===== src/rtl/mda_isa_defs.sv =====
// Shared definitions for the MDA ISA bus-cycle front-end.
// Contents: cycle FSM state encoding, default decode bases, strobe bit indices.
// No logic; imported by mda_isa_cycle.
package mda_isa_defs;

   typedef enum logic [1:0] {
      ST_IDLE = 2'd0,
      ST_REQ  = 2'd1,
      ST_HOLD = 2'd2
   } cyc_state_t;

   localparam logic [11:0] DEF_IO_BASE  = 12'h3B0;
   localparam logic [4:0]  DEF_MEM_BASE = 5'b10110;

   // Bit positions of the four ISA strobes in the packed strobe vector.
   localparam int STB_IOR  = 0;
   localparam int STB_IOW  = 1;
   localparam int STB_MEMR = 2;
   localparam int STB_MEMW = 3;

endpackage


===== src/rtl/mda_sync.sv =====
// Multi-flop synchronizer for one asynchronous level into clk.
// Ports: clk, reset_l (async active-low), d_i (async level), q_o (synchronized level).
// Latency: STAGES clk; reset drives every stage to RST_VAL.
module mda_sync #(
   parameter int   STAGES  = 2,
   parameter logic RST_VAL = 1'b1
) (
   input  logic clk,
   input  logic reset_l,
   input  logic d_i,
   output logic q_o
);

   logic [STAGES-1:0] sync_q;

   always_ff @(posedge clk or negedge reset_l) begin
      if (!reset_l) begin
         sync_q <= {STAGES{RST_VAL}};
      end else begin
         sync_q <= {sync_q[STAGES-2:0], d_i};
      end
   end

   assign q_o = sync_q[STAGES-1];

endmodule


===== src/rtl/mda_isa_cycle.sv =====
// ISA bus-cycle front-end for the MDA card: synchronizes the ISA strobes, decodes
// MDA I/O and memory cycles, and turns each accepted cycle into one request to the core.
// Ports: bus_* pad side (address, strobes, aen, data in/out, dir, IOCHRDY);
//        req_* / req_ack / rd_data core handshake; timeout pulse. All outputs registered.
module mda_isa_cycle
   import mda_isa_defs::*;
#(
   parameter logic [11:0] IO_BASE     = DEF_IO_BASE,
   parameter logic [4:0]  MEM_BASE    = DEF_MEM_BASE,
   parameter int          SYNC_STAGES = 2,
   parameter logic [7:0]  RDY_TIMEOUT = 8'd200
) (
   input  logic        clk,
   input  logic        reset_l,
   input  logic [19:0] bus_a,
   input  logic        bus_ior_l,
   input  logic        bus_iow_l,
   input  logic        bus_memr_l,
   input  logic        bus_memw_l,
   input  logic        bus_aen,
   input  logic [7:0]  bus_d_in,
   output logic [7:0]  bus_out,
   output logic        bus_dir,
   output logic        bus_rdy,
   output logic        req_io,
   output logic        req_mem,
   output logic        req_write,
   output logic [14:0] req_addr,
   output logic [7:0]  req_wdata,
   input  logic        req_ack,
   input  logic [7:0]  rd_data,
   output logic        timeout
);

   logic [3:0] strb_raw;
   logic [3:0] strb_s;

   assign strb_raw[STB_IOR]  = bus_ior_l;
   assign strb_raw[STB_IOW]  = bus_iow_l;
   assign strb_raw[STB_MEMR] = bus_memr_l;
   assign strb_raw[STB_MEMW] = bus_memw_l;

   for (genvar g = 0; g < 4; g++) begin : g_sync
      mda_sync #(
         .STAGES  (SYNC_STAGES),
         .RST_VAL (1'b1)
      ) u_sync (
         .clk     (clk),
         .reset_l (reset_l),
         .d_i     (strb_raw[g]),
         .q_o     (strb_s[g])
      );
   end

   cyc_state_t state_q, state_d;
   logic [3:0]  prev_q;
   logic [SYNC_STAGES-1:0] flush_q;
   logic        armed_q, armed_d;
   logic [1:0]  sel_q, sel_d;
   logic        wr_q, wr_d;
   logic        tmo_q, tmo_d;
   logic [7:0]  cnt_q, cnt_d;
   logic        req_io_q, req_io_d;
   logic        req_mem_q, req_mem_d;
   logic        req_write_q, req_write_d;
   logic [14:0] req_addr_q, req_addr_d;
   logic [7:0]  req_wdata_q, req_wdata_d;
   logic [7:0]  bus_out_q, bus_out_d;
   logic        bus_dir_q, bus_dir_d;
   logic        bus_rdy_q, bus_rdy_d;
   logic        timeout_q, timeout_d;

   // Strobes are active low: a new cycle is a 1 -> 0 step of the synchronized level.
   logic [3:0] fall;
   logic       one_new, io_hit, mem_hit, accept, flushed;

   assign fall    = prev_q & ~strb_s;
   assign one_new = (fall != 4'd0) && ((fall & (fall - 4'd1)) == 4'd0);
   assign io_hit  = (fall[STB_IOR] | fall[STB_IOW]) & ~bus_aen &
                    (bus_a[11:4] == IO_BASE[11:4]);
   assign mem_hit = (fall[STB_MEMR] | fall[STB_MEMW]) & (bus_a[19:15] == MEM_BASE);
   assign accept  = armed_q & one_new & (io_hit | mem_hit) & (state_q == ST_IDLE);

   // The synchronizers come out of reset reading "high" regardless of the pads, so
   // all-high is only trusted once the reset values have been flushed through them.
   // Otherwise a strobe held low across reset would look like a fresh edge.
   assign flushed = flush_q[SYNC_STAGES-1];
   assign armed_d = armed_q | (flushed & (&strb_s));

   always_comb begin
      state_d     = state_q;
      sel_d       = sel_q;
      wr_d        = wr_q;
      tmo_d       = tmo_q;
      cnt_d       = cnt_q;
      req_io_d    = req_io_q;
      req_mem_d   = req_mem_q;
      req_write_d = req_write_q;
      req_addr_d  = req_addr_q;
      req_wdata_d = req_wdata_q;
      bus_out_d   = bus_out_q;
      timeout_d   = 1'b0;

      case (state_q)
         ST_IDLE: begin
            bus_out_d = 8'hFF;
            if (accept) begin
               state_d     = ST_REQ;
               if (fall[STB_IOR])       sel_d = 2'(STB_IOR);
               else if (fall[STB_IOW])  sel_d = 2'(STB_IOW);
               else if (fall[STB_MEMR]) sel_d = 2'(STB_MEMR);
               else                     sel_d = 2'(STB_MEMW);
               wr_d        = fall[STB_IOW] | fall[STB_MEMW];
               tmo_d       = 1'b0;
               cnt_d       = 8'd0;
               req_io_d    = io_hit;
               req_mem_d   = mem_hit;
               req_write_d = fall[STB_IOW] | fall[STB_MEMW];
               req_addr_d  = io_hit ? {11'd0, bus_a[3:0]} : bus_a[14:0];
               req_wdata_d = bus_d_in;
            end
         end
         ST_REQ: begin
            if (req_ack) begin
               state_d     = ST_HOLD;
               bus_out_d   = wr_q ? 8'hFF : rd_data;
               req_io_d    = 1'b0;
               req_mem_d   = 1'b0;
               req_write_d = 1'b0;
            end else if (cnt_q == (RDY_TIMEOUT - 8'd1)) begin
               // Release the ISA bus but leave the request up; the core still owes an ack.
               state_d   = ST_HOLD;
               bus_out_d = 8'hFF;
               timeout_d = 1'b1;
               tmo_d     = 1'b1;
            end else if (cnt_q != 8'hFF) begin
               cnt_d = cnt_q + 8'd1;
            end
         end
         ST_HOLD: begin
            // Only a timed-out cycle can still have a request outstanding here; its
            // late ack just retires the request.
            if (req_ack) begin
               req_io_d    = 1'b0;
               req_mem_d   = 1'b0;
               req_write_d = 1'b0;
            end
            if (strb_s[sel_q] && (!(req_io_q | req_mem_q) || req_ack)) begin
               state_d   = ST_IDLE;
               bus_out_d = 8'hFF;
            end
         end
         default: begin
            state_d = ST_IDLE;
         end
      endcase

      bus_rdy_d = (state_d != ST_REQ);
      bus_dir_d = (state_d != ST_IDLE) & ~wr_d & ~strb_s[sel_d];
   end

   always_ff @(posedge clk or negedge reset_l) begin
      if (!reset_l) begin
         state_q     <= ST_IDLE;
         prev_q      <= 4'hF;
         flush_q     <= '0;
         armed_q     <= 1'b0;
         sel_q       <= 2'd0;
         wr_q        <= 1'b0;
         tmo_q       <= 1'b0;
         cnt_q       <= 8'd0;
         req_io_q    <= 1'b0;
         req_mem_q   <= 1'b0;
         req_write_q <= 1'b0;
         req_addr_q  <= 15'd0;
         req_wdata_q <= 8'd0;
         bus_out_q   <= 8'hFF;
         bus_dir_q   <= 1'b0;
         bus_rdy_q   <= 1'b1;
         timeout_q   <= 1'b0;
      end else begin
         state_q     <= state_d;
         prev_q      <= strb_s;
         flush_q     <= {flush_q[SYNC_STAGES-2:0], 1'b1};
         armed_q     <= armed_d;
         sel_q       <= sel_d;
         wr_q        <= wr_d;
         tmo_q       <= tmo_d;
         cnt_q       <= cnt_d;
         req_io_q    <= req_io_d;
         req_mem_q   <= req_mem_d;
         req_write_q <= req_write_d;
         req_addr_q  <= req_addr_d;
         req_wdata_q <= req_wdata_d;
         bus_out_q   <= bus_out_d;
         bus_dir_q   <= bus_dir_d;
         bus_rdy_q   <= bus_rdy_d;
         timeout_q   <= timeout_d;
      end
   end

   assign bus_out   = bus_out_q;
   assign bus_dir   = bus_dir_q;
   assign bus_rdy   = bus_rdy_q;
   assign req_io    = req_io_q;
   assign req_mem   = req_mem_q;
   assign req_write = req_write_q;
   assign req_addr  = req_addr_q;
   assign req_wdata = req_wdata_q;
   assign timeout   = timeout_q;

endmodule


===== config.mk =====
export PLATFORM = sky130hd
export DESIGN_NAME = mda_isa_cycle
export DESIGN_NICKNAME = d
export VERILOG_FILES = /design/src/rtl/mda_isa_defs.sv /design/src/rtl/mda_sync.sv /design/src/rtl/mda_isa_cycle.sv
export SDC_FILE = /design/constraint.sdc
export NUM_CORES = 1
export LEC_CHECK = 0
export CAP_MARGIN = 30
export CELL_PAD_IN_SITES_DETAIL_PLACEMENT = 0
export CELL_PAD_IN_SITES_GLOBAL_PLACEMENT = 2
export CORE_MARGIN = 2
export CORE_UTILIZATION = 42
export CTS_CLUSTER_DIAMETER = 100
export DETAILED_ROUTE_END_ITERATION = 7
export DONT_BUFFER_PORTS = 1
export PLACE_DENSITY_LB_ADDON = 0.1
export SLEW_MARGIN = 20
export SYNTH_ARGS = -nofsm -noshare
export SYNTH_HDL_FRONTEND = slang
export SYNTH_SLANG_ARGS = --single-unit

===== constraint.sdc =====
create_clock -name clk -period 6.02 [get_ports clk]
set_input_delay 1.204 -clock clk [delete_from_list [all_inputs] [get_ports clk]]
set_output_delay 1.204 -clock clk [all_outputs]
set_load 0.005 [all_outputs]

# Word level (Yosys, flattened, before mapping)
# Index checks and enable logic that the tools add are counted.
[word_totals]
register_bits = 65
input_bits = 44
out_inout_bits = 37
wordCells = 113
[op_classes]
n_addsub = 2
magnitude_cmp = 2
eq_ne = 14
mux = 37
n_bitwise = 21
n_reduce_logical = 17
[op_table]
columns = ["operator", "n"]
rows = [
  ["2-to-1 mux 8 bit", 8],
  ["case mux 8 bit (3 select lines)", 1],
  ["2-to-1 mux 2 bit", 8],
  ["case mux 8 bit (2 select lines)", 1],
  ["2-to-1 mux 15 bit", 1],
  ["2-to-1 mux 1 bit", 12],
  ["!= test 2 bit, second input constant", 5],
  ["AND 1 bit", 9],
  ["adder 8 x 1 -> 8 bit, second input constant", 1],
  ["AND 4 bit", 2],
  ["== test 8 x 6 -> 1 bit, second input constant", 1],
  ["== test 8 bit, second input constant", 1],
  ["!= test 8 bit, second input constant", 1],
  ["less-than comparator 2 x 3 -> 1 bit, second input constant", 2],
  ["OR 1 bit", 6],
  ["case mux 1 bit (2 select lines)", 3],
  ["case mux 2 bit (3 select lines)", 1],
  ["AND reduction 3 bit", 2],
  ["nonzero test 2 bit", 3],
  ["== test 5 bit, second input constant", 1],
  ["AND reduction 5 bit", 1],
  ["binary-select mux 1 bit (select 2 bit)", 2],
  ["zero test 4 bit", 1],
  ["!= test 2 x 1 -> 1 bit, second input constant", 2],
  ["other kinds (15)", 18],
]

# Longest topological paths before layout
# Gate-level depths: netlist (run 1).
[depth]
ltp_word = 15
mapped_depth = 9
ltp_nobuf = 8

# By module
# From an unflattened synthesis (run 1), not the netlist that was laid out.
[unflattened]
hier_cells = 289
area_unflattened_um2 = 2920.3
[modules_own_cells]
columns = ["module", "instances", "cells_per_inst", "area_per_inst_um2", "seq_area_each_um2"]
rows = [
  ["mda_isa_cycle", 1, 281, 2710.1, 1442.6],
  ["mda_sync", 4, 2, 52.6, 52.6],
]

# Worst setup path before layout (run 1)
# Ideal clock, no wire load.
[synth_timing]
path_type = "input -> register"
startpoint = "in bus_aen"
endpoint = "reg req_addr_q[0], in the netlist req_addr[0]"
setup_ns = 0.125
arrival_time_ns = 2.544
required_time_ns = 5.895
slack_ns = 3.351
path_stages = 7
n_path_buf = 2
cell_sequence = "and4b_1 -> o2111ai_1 -> or2_4 -> a21o_1 -> buf_6 -> buf_6 -> mux2_4"
[synth_via]
elab_chain_len = 7
[synth_rtl]
columns = ["element", "line_no", "rtl"]
rows = [
  ["from (decl)", "mda_isa_cycle.sv:20", "input logic bus_aen,"],
  ["NOT 1 bit", "mda_isa_cycle.sv:79", "assign io_hit = (fall[STB_IOR] | fall[STB_IOW]) & ~bus_aen &"],
  ["AND 1 bit (2 in a row)", "mda_isa_cycle.sv:79", ""],
  ["OR 1 bit", "mda_isa_cycle.sv:82", "assign accept = armed_q & one_new & (io_hit | mem_hit) & (state_q == ST_IDLE);"],
  ["AND 1 bit (2 in a row)", "mda_isa_cycle.sv:82", ""],
  ["AND reduction 2 bit (no source line)", "--", ""],
  ["to (signal assigned)", "mda_isa_cycle.sv:193", "req_addr_q <= req_addr_d;"],
  ["to (decl)", "mda_isa_cycle.sv:66", "logic [14:0] req_addr_q, req_addr_d;"],
]
# Every way passes these cells.
# A chain may end at the register's enable or synchronous reset.

# Final worst setup path (run 1)
[layout_timing]
startpoint = "in bus_a[9]"
endpoint = "reg bus_dir_q, in the netlist bus_dir"
[layout_via]
elab_chain_len = 11
elab_cells_between_ends = 18
cone_classes = "1 x eq/ne; 8 x mux; 8 x bitwise; 1 x reduce/logical"
[layout_rtl]
columns = ["element", "line_no", "rtl"]
rows = [
  ["from (decl)", "mda_isa_cycle.sv:15", "input logic [19:0] bus_a,"],
  ["== test 8 x 6 -> 1 bit", "mda_isa_cycle.sv:80", "(bus_a[11:4] == IO_BASE[11:4]);"],
  ["AND 1 bit", "mda_isa_cycle.sv:79", ""],
  ["OR 1 bit", "mda_isa_cycle.sv:82", ""],
  ["AND 1 bit (2 in a row)", "mda_isa_cycle.sv:82", ""],
  ["2-to-1 mux 2 bit", "mda_isa_cycle.sv:107", "if (accept) begin"],
  ["2-to-1 mux 2 bit", "mda_isa_cycle.sv:104", "case (state_q)"],
  ["named net sel_d[0]", "mda_isa_cycle.sv:59", "logic [1:0] sel_q, sel_d;"],
  ["binary-select mux 1 bit (select 2 bit)", "mda_isa_cycle.sv:159", "bus_dir_d = (state_d != ST_IDLE) & ~wr_d & ~strb_s[sel_d];"],
  ["2-to-1 mux 1 bit (not written as such)", "mda_isa_cycle.sv:159", ""],
  ["NOT 1 bit", "mda_isa_cycle.sv:159", ""],
  ["AND 1 bit", "mda_isa_cycle.sv:159", ""],
  ["named net bus_dir_d", "mda_isa_cycle.sv:69", "logic bus_dir_q, bus_dir_d;"],
  ["to (signal assigned)", "mda_isa_cycle.sv:196", "bus_dir_q <= bus_dir_d;"],
  ["to (decl)", "mda_isa_cycle.sv:69", ""],
]
# The timed path passes the listed nets, and every way through them passes these cells. The select of a mux whose other input is x is not followed.

==> results.md, run 1 <==
• **status** finished, final reports clean
• **via/cell ratio** 5.25
• **number of gates given a new drive strength after cts** 0
• **Final TNS setup** 0 ns
• **number of distinct library cells after synthesis** 51
• **most used cells in the layout excluding fill and tap cells** sky130_fd_sc_hd__dfrtp_1 (44), sky130_fd_sc_hd__nor2_1 (30), sky130_fd_sc_hd__nand2_1 (25), sky130_fd_sc_hd__dfstp_2 (21), sky130_fd_sc_hd__o21ai_1 (20)
• **IO buf count** 0
• **worst path cell trace** and4b_1 -> o2111ai_1 -> clkbuf_4 -> or2_4 -> a21o_1 -> buf_4 -> a21o_1 -> mux2i_1 -> nor4_2
• **setup repair after global routing missed its margin** no
• **Synth Area in Compound Gates** 13.0%
• **final-report max-slew violation count** 0
• **Area contributors post-synth** sky130_fd_sc_hd__dfrtp_1 (38%), sky130_fd_sc_hd__dfstp_2 (19%), sky130_fd_sc_hd__mux2_4 (5.2%)
• **routed wl met2** 2.36 mm
• **parity-gate share of the synthesized area counting xor and xnor cells** 0.301%
• **number of stages on the worst hold path** 0
• **biggest area consumer among synthesized cells** sky130_fd_sc_hd__dfrtp_1
• **Std-Cell Core Area** 0.00676 mm²
• **length of routed met3 wiring** 448 µm
• **final setup violating endpoints** 0
• **share of layout cells above drive strength 1** 22.9%
• **Crit path required time** 6.24 ns
• **number of global-route vias before repair** 1,879
• **top cell type's share of synthesized area** 37.8%
• **CTS Buf Count** 9
• **clk slew on worst S/H paths** 0.08 ns
• **combinational fraction of design power** 12.7%
• **Net Count, Synth** 304
• **1st-pass router iterations** 4
• **largest family of logic cells by synthesized area** simple AND/OR/NAND/NOR gates
• **post-route DRC violation count** 0
• **count of final hold-check violations** 0
• **critical path startpoint category** input port
• **transition time at the pin with the least slew margin** 0.623 ns
• **maximum clock frequency** 322 MHz
• **proportion of power drawn by flip-flops and latches** 48.9%
• **commonest register cell after synthesis** sky130_fd_sc_hd__dfrtp_1
• **adder and majority gate portion of the synthesized area** 2.15%
• **number of setup buffers added after CTS** 0
• **DR WL/cell** 15.4 µm
• **Static Leakage** 1.47 nW
• **clock latency on the worst-skew pair** 0.34 ns
• **final instance area** 0.00319 mm²
• **share of synthesized area spent on multiplexers** 9.24%
• **Ports** 81
• **sequential area share after synthesis** 56.8%
• **wire length on met1** 2.46 mm
• **arrival time of data at the critical path endpoint** 3.33 ns
• **Avg Synthesized Cell Area** 11.4 µm²
• **register bit count reported by yosys** 65
• **number of buffers inserted for hold repair after clock tree synthesis** 0
• **sw frac** 27.6%
• **most common cell after layout, fill and taps aside** sky130_fd_sc_hd__dfrtp_1
• **Die Y-Extent** 87.2 µm
• **number of antenna violations at the first check in global routing** 0
• **post-detailed-placement cell area** 0.00297 mm²
• **proportion of power drawn by the clock network** 38.4%
• **starting density of the core** 43.1%
• **clock tree from TritonCTS** built
• **total power consumption of the routed design** 0.00105 W
• **die width** 87.2 µm
• **total via count after detailed routing** 1,818
• **Critical-path top delay cell** sky130_fd_sc_hd__a21o_1
• **Post-DRT Antenna Nets** 0
• **post-synthesis async set-or-reset flop share** 100%
• **number of warnings reported in the yosys synthesis log** 0
• **worst hold slack** 0.352 ns
• **peak supply drop** 0.000156 V
• **synthesized area** 0.00291 mm²
• **highest routed layer** met4
• **WS Path Type** input port to register
• **utilization after layout** 47.2%
• **CTS H-tree depth** 3
• **GRT overflow** 0
• **CTS root buf** sky130_fd_sc_hd__clkbuf_8
• **maximum buffer depth of the clock tree** 2
• **post-layout net count** 310
• **switching component of the power** 0.000290 W
• **final WL** 5.34 mm
• **reported max-cap violation count** 0
• **power per cell area** 329 mW/mm²
• **worst stage delay on the critical path** 0.52 ns
• **number of diodes** 0
• **number of synthesized flops with an enable pin** 0
• **internal power contribution** 0.000759 W
• **Layout Skew** 0.00821 ns
• **Min-Delay Path Class** register to register
• **endpoint kind of the worst setup timing path** register
• **half-perimeter wire length after placement** 3.74 mm
• **CTS Sinks** 65
• **maximum number of pins on one net before global-route repair** 66
• **area delta synth->final** 9.63%
• **post-synthesis instance total** 255
• **GR Util All Layers** 15.6%
• **Die Footprint** 0.00761 mm²
• **share of the clock period used by the worst path after layout** 51.5%
• **last weighted congestion value of the routability-driven placer** 0.715
• **minimum clock period** 3.10 ns
• **synthesized-area fraction occupied by and/or/nand/nor cells** 15.8%
• **Register-to-Register Path Depth** 9
• **relative slew slack** 58.4%
• **Iter 0 DRT Violations** 46
• **Max Fanout on Critical Path** 21
• **Most common cell on crit path** sky130_fd_sc_hd__a21o_1
• **number of placement rows** 30
• **wire length of the first global-routing pass** 9.04 mm
Yosys cell counts, types with 5 or more instances:
cell type                  n
sky130_fd_sc_hd__o21ai_1  20
sky130_fd_sc_hd__dfrtp_1  44
sky130_fd_sc_hd__nand3_1   9
sky130_fd_sc_hd__nand2_1  25
sky130_fd_sc_hd__nor2_1   30
sky130_fd_sc_hd__o21ai_0   6
sky130_fd_sc_hd__a21oi_1  11
sky130_fd_sc_hd__inv_1     6
sky130_fd_sc_hd__o31ai_1   5
sky130_fd_sc_hd__mux2_1    5
sky130_fd_sc_hd__ha_1      5
sky130_fd_sc_hd__a21o_1    5
sky130_fd_sc_hd__dfstp_2  21
sky130_fd_sc_hd__mux2_4   10
power groups by stage:
stage	combinational, W	sequential, W	clock [W]
floorplan	0.000115	0.000511	0
global placement	0.000135	0.000522	0
detailed placement	0.000136	0.000521	0
CTS	0.000136	0.000514	0.000418
global route	0.000152	0.000520	0.000438
finish	0.000133	0.000513	0.000402
cells by family (layout without fill, tap and decap cells):
kind of cell	count (synthesis)	in the layout
adders and majority gates	5	5
AOI/OAI and AO/OA	60	60
other	1	1
muxes	20	20
xor gates and xnor gates	1	1
buffers and inverters	13	24
and+or+nand+nor	90	90
DFF	65	65
path summary, 6_finish.rpt:
kind                                            start            to  slack (ns)
max                                          bus_a[9]       bus_dir        2.92
min                                        flush_q[0]    flush_q[1]        0.35
max reg2reg                g_sync[1].u_sync.sync_q[1]       bus_dir        3.18
min reg2reg                                flush_q[0]    flush_q[1]        0.35
max in group asynchronous                     reset_l       bus_rdy        5.26
min in group asynchronous                     reset_l  req_wdata[7]        0.55
metrics by stage:
stage,std cells,setup WS [ns]
2_1_floorplan,255,3.35
3_3_place_gp,329,2.41
3_5_place_dp,329,2.36
4_1_cts,345,2.73
5_1_grt,346,2.73
6_report,346,2.92
cell type report:
type                            count  area [µm²]
Sequential cell                    65        1650
Multi-Input combinational cell    177        1180
Clock buffer                       10         149
Inverter                            6        22.5
Clock inverter                      6        68.8
Fill cell                         635        3570
Timing Repair Buffer                2        15.0
Tap cell                           80         100
state kept, by name, summed over array words and instances, names as in the netlist:
| signal | cells |
|---|---|
| prev_q | 4 |
| bus_dir | 1 |
| cnt_q | 8 |
| wr_q | 1 |
| flush_q | 2 |
| bus_out | 8 |
| req_io | 1 |
| req_mem | 1 |
| armed_q | 1 |
| sel_q | 2 |
| req_wdata | 8 |
| timeout | 1 |
| g_sync.u_sync.sync_q | 8 |
| req_write | 1 |
| req_addr | 15 |
| bus_rdy | 1 |
| state_q | 2 |
metal layers:
metal	up-vias	GRT usage [%]
met4	0	5.87
met3	5	7.30
li1	900	-
met5	-	0
met1	851	20.3
met2	62	22.7
critical path: cells and delay by family:
kind            cells  cell delay [ns]
buf+inv             2             0.63
simple gates        3             0.41
mux                 1             0.22
compound gates      3             0.85
Power figures use the tool's default switching activity.
==> run 2: changes to the inputs <==
--- a/config.mk
+++ b/config.mk
@@ -9,7 +9,7 @@
 export CELL_PAD_IN_SITES_DETAIL_PLACEMENT = 0
 export CELL_PAD_IN_SITES_GLOBAL_PLACEMENT = 2
 export CORE_MARGIN = 2
-export CORE_UTILIZATION = 42
+export CORE_UTILIZATION = 35
 export CTS_CLUSTER_DIAMETER = 100
 export DETAILED_ROUTE_END_ITERATION = 7
 export DONT_BUFFER_PORTS = 1
==> constraint.sdc (replaced) <==
create_clock -name clk -period 2.5 [get_ports clk]
set_input_delay 0.5 -clock clk [delete_from_list [all_inputs] [get_ports clk]]
set_output_delay 0.5 -clock clk [all_outputs]
set_load 0.005 [all_outputs]
==> run 2 against run 1 <==
Against the previous run:
- wire length is 10% higher
- register-to-register slack got worse by 2.8 ns
- final area up 2.4%
- critical path depth shrank 2
- clock power rose to 2.5 times the previous value
- clock-buffer cell count did not move
- sequential power is 140% higher
- first-iteration DRC count grew 26%
- via count grew 2.0%
- utilization shrank 7.1 points
- critical path type is now register to register
- largest power group unchanged
- highest routed layer unchanged
==> results.md, run 2 (same netlist as run 1, synthesis figures left out) <==
• **highest routed layer** met4
• **proportion of power drawn by the clock network** 39.0%, +0.6 points
• **GRT overflow** 0, unchanged
• **length of routed met3 wiring** 605 µm, +35%
• **Ports** 81, unchanged
• **CTS root buf** sky130_fd_sc_hd__clkbuf_8
• **final setup violating endpoints** 0, unchanged
• **starting density of the core** 35.8%, -7.3 points
• **critical path startpoint category** register
• **peak supply drop** 0.000405 V, +160%
• **GR Util All Layers** 14.1%, -1.5 points
• **worst-case setup slack after placement** 0.344 ns, -2.01 ns
• **clock latency on the worst-skew pair** 0.34 ns, about the same
• **final WL** 5.89 mm, +10%
• **share of layout cells above drive strength 1** 23.5%, +0.58 points
• **sw frac** 27.2%, -0.39 points
• **number of cells in the finished layout apart from fillers** 373, +7.8%
• **arrival time of data at the critical path endpoint** 2.41 ns, -0.92 ns
• **worst hold slack** 0.0402 ns, -0.312 ns
• **combinational fraction of design power** 13.5%, +0.8 points
• **transition time at the pin with the least slew margin** 0.570 ns, -0.0535 ns
• **routed wl met2** 2.63 mm, +11%
• **number of antenna violations at the first check in global routing** 0, unchanged
• **post-layout net count** 312, +0.65%
• **via/cell ratio** 4.97, -5.4%
• **clk slew on worst S/H paths** 0.08 ns, about the same
• **endpoint kind of the worst setup timing path** register
• **switching component of the power** 0.000708 W, +140%
• **number of placement rows** 33, +10%
• **WS Path Type** register to register
• **clock tree from TritonCTS** built
• **max reg flops** 15, unchanged
• **Min-Delay Path Class** input port to asynchronous set/reset pin
• **CTS Buf Count** 9, unchanged
• **Filler Cells Inserted** 794, +25%
• **number of setup buffers added after CTS** 0, unchanged
• **maximum buffer depth of the clock tree** 2, unchanged
• **total via count after detailed routing** 1,855, +2.0%
• **Post-DRT Antenna Nets** 0, unchanged
• **number of buffers inserted for hold repair after clock tree synthesis** 1, +1
• **Std-Cell Core Area** 0.00813 mm², +20%
• **Final TNS setup** 0 ns, unchanged
• **setup repair after global routing missed its margin** no
• **status** finished, final reports clean
• **number of gates given a new drive strength after cts** 0, unchanged
• **Static Leakage** 1.49 nW, +1.1%
• **last weighted congestion value of the routability-driven placer** 0.699, -2.3%
• **wire length on met1** 2.60 mm, +5.9%
• **most used cells in the layout excluding fill and tap cells** sky130_fd_sc_hd__dfrtp_1 (44), sky130_fd_sc_hd__nor2_1 (30), sky130_fd_sc_hd__nand2_1 (25), sky130_fd_sc_hd__dfstp_2 (21), sky130_fd_sc_hd__o21ai_1 (20)
• **proportion of power drawn by flip-flops and latches** 47.5%, -1.4 points
• **Iter 0 DRT Violations** 58, +26%
• **die width** 95.2 µm, +9.1%
• **post-route DRC violation count** 0, unchanged
• **maximum number of pins on one net before global-route repair** 66, unchanged
• **power per cell area** 796 mW/mm², +140%
• **post-detailed-placement cell area** 0.00301 mm², +1.6%
• **minimum clock period** 2.16 ns
• **most common cell after layout, fill and taps aside** sky130_fd_sc_hd__dfrtp_1
• **final-report max-slew violation count** 0, unchanged
• **Die Y-Extent** 95.2 µm, +9.1%
• **Layout Skew** 0.00907 ns, +0.000861 ns
• **final instance area** 0.00327 mm², +2.4%
• **half-perimeter wire length after placement** 4.04 mm, +8.1%
• **total instance count after detailed placement** 356, +8.2%
• **share of the clock period used by the worst path after layout** 86.4%
• **maximum clock frequency** 463 MHz
• **wire length of the first global-routing pass** 9.45 mm, +4.5%
• **reported max-cap violation count** 0, unchanged
• **1st-pass router iterations** 4, unchanged
• **count of final hold-check violations** 0, unchanged
• **Die Footprint** 0.00906 mm², +19%
• **DR WL/cell** 15.8 µm, +2.3%
• **PnR worst setup slack** 0.341 ns, -2.58 ns
• **Max Fanout on Critical Path** 13, -38%
• **Crit path required time** 2.75 ns, -3.49 ns
• **area delta synth->final** 12.3%
• **IO buf count** 0, unchanged
• **CTS Sinks** 65, unchanged
• **number of diodes** 0, unchanged
• **internal power contribution** 0.00189 W, +150%
• **number of global-route vias before repair** 1,857, -1.2%
• **CTS H-tree depth** 3, unchanged
• **relative slew slack** 62.0%, +3.5 points
-- run 2: power groups by stage --
| stage | sequential (W) | clock (W) | combinational (W) |
|---|---|---|---|
| 2_1_floorplan | 0.00123 | 0 | 0.000276 |
| 3_3_place_gp | 0.00126 | 0 | 0.000331 |
| 3_5_place_dp | 0.00126 | 0 | 0.000333 |
| 4_1_cts | 0.00124 | 0.00106 | 0.000359 |
| 5_1_grt | 0.00125 | 0.00111 | 0.000402 |
| 6_report | 0.00124 | 0.00101 | 0.000350 |
-- run 2: critical path: stages (launching register included) --
cell and delay (ns):
sky130_fd_sc_hd__dfstp_2 0.53, sky130_fd_sc_hd__nor2b_1 0.21, sky130_fd_sc_hd__o2111ai_1 0.17, sky130_fd_sc_hd__or2_4 0.29, sky130_fd_sc_hd__a21o_1 0.21, sky130_fd_sc_hd__buf_4 0.21
sky130_fd_sc_hd__a21o_1 0.22, sky130_fd_sc_hd__nor4_2 0.24
-- run 2: final timing paths --
check / start / endpoint / slack, ns / depth (start not counted)
worst max-delay path: prev_q[0] / bus_dir / 0.34 / 7
worst min-delay path: reset_l / req_addr[10] / 0.04 / 1
worst max register to register: prev_q[0] / bus_dir / 0.34 / 7
worst min register to register: flush_q[0] / flush_q[1] / 0.35 / 0
max in group asynchronous: reset_l / bus_out[2] / 2.15 / 1
min in group clk: bus_iow_l / g_sync[1].u_sync.sync_q[0] / 0.15 / 0
-- run 2: cell type report --
| class | instances | area [µm²] | area share (%) |
|---|---|---|---|
| inverters | 6 | 22.5 | 0.689 |
| clock buffers | 10 | 138 | 4.21 |
| well taps | 105 | 131 | 4.02 |
| multi-input cells | 177 | 1180 | 36.2 |
| flip-flops and latches | 65 | 1650 | 50.6 |
| repair buffers | 4 | 50.0 | 1.53 |
| clock inverters | 6 | 90.1 | 2.76 |
-- run 2: per-layer routing --
metal	global-route usage (%)	vias to the layer above
met1	17.6	867
li1	-	913
met5	0	-
met4	4.35	0
met2	20.8	71
met3	7.59	4
-- run 2: per-stage QoR --
step           total power, W  util (%)
2_1_floorplan         0.00151         -
5_1_grt               0.00277      40.2
3_5_place_dp          0.00159      37.0
3_3_place_gp          0.00159      37.0
4_1_cts               0.00265      40.2
6_report              0.00260      40.2
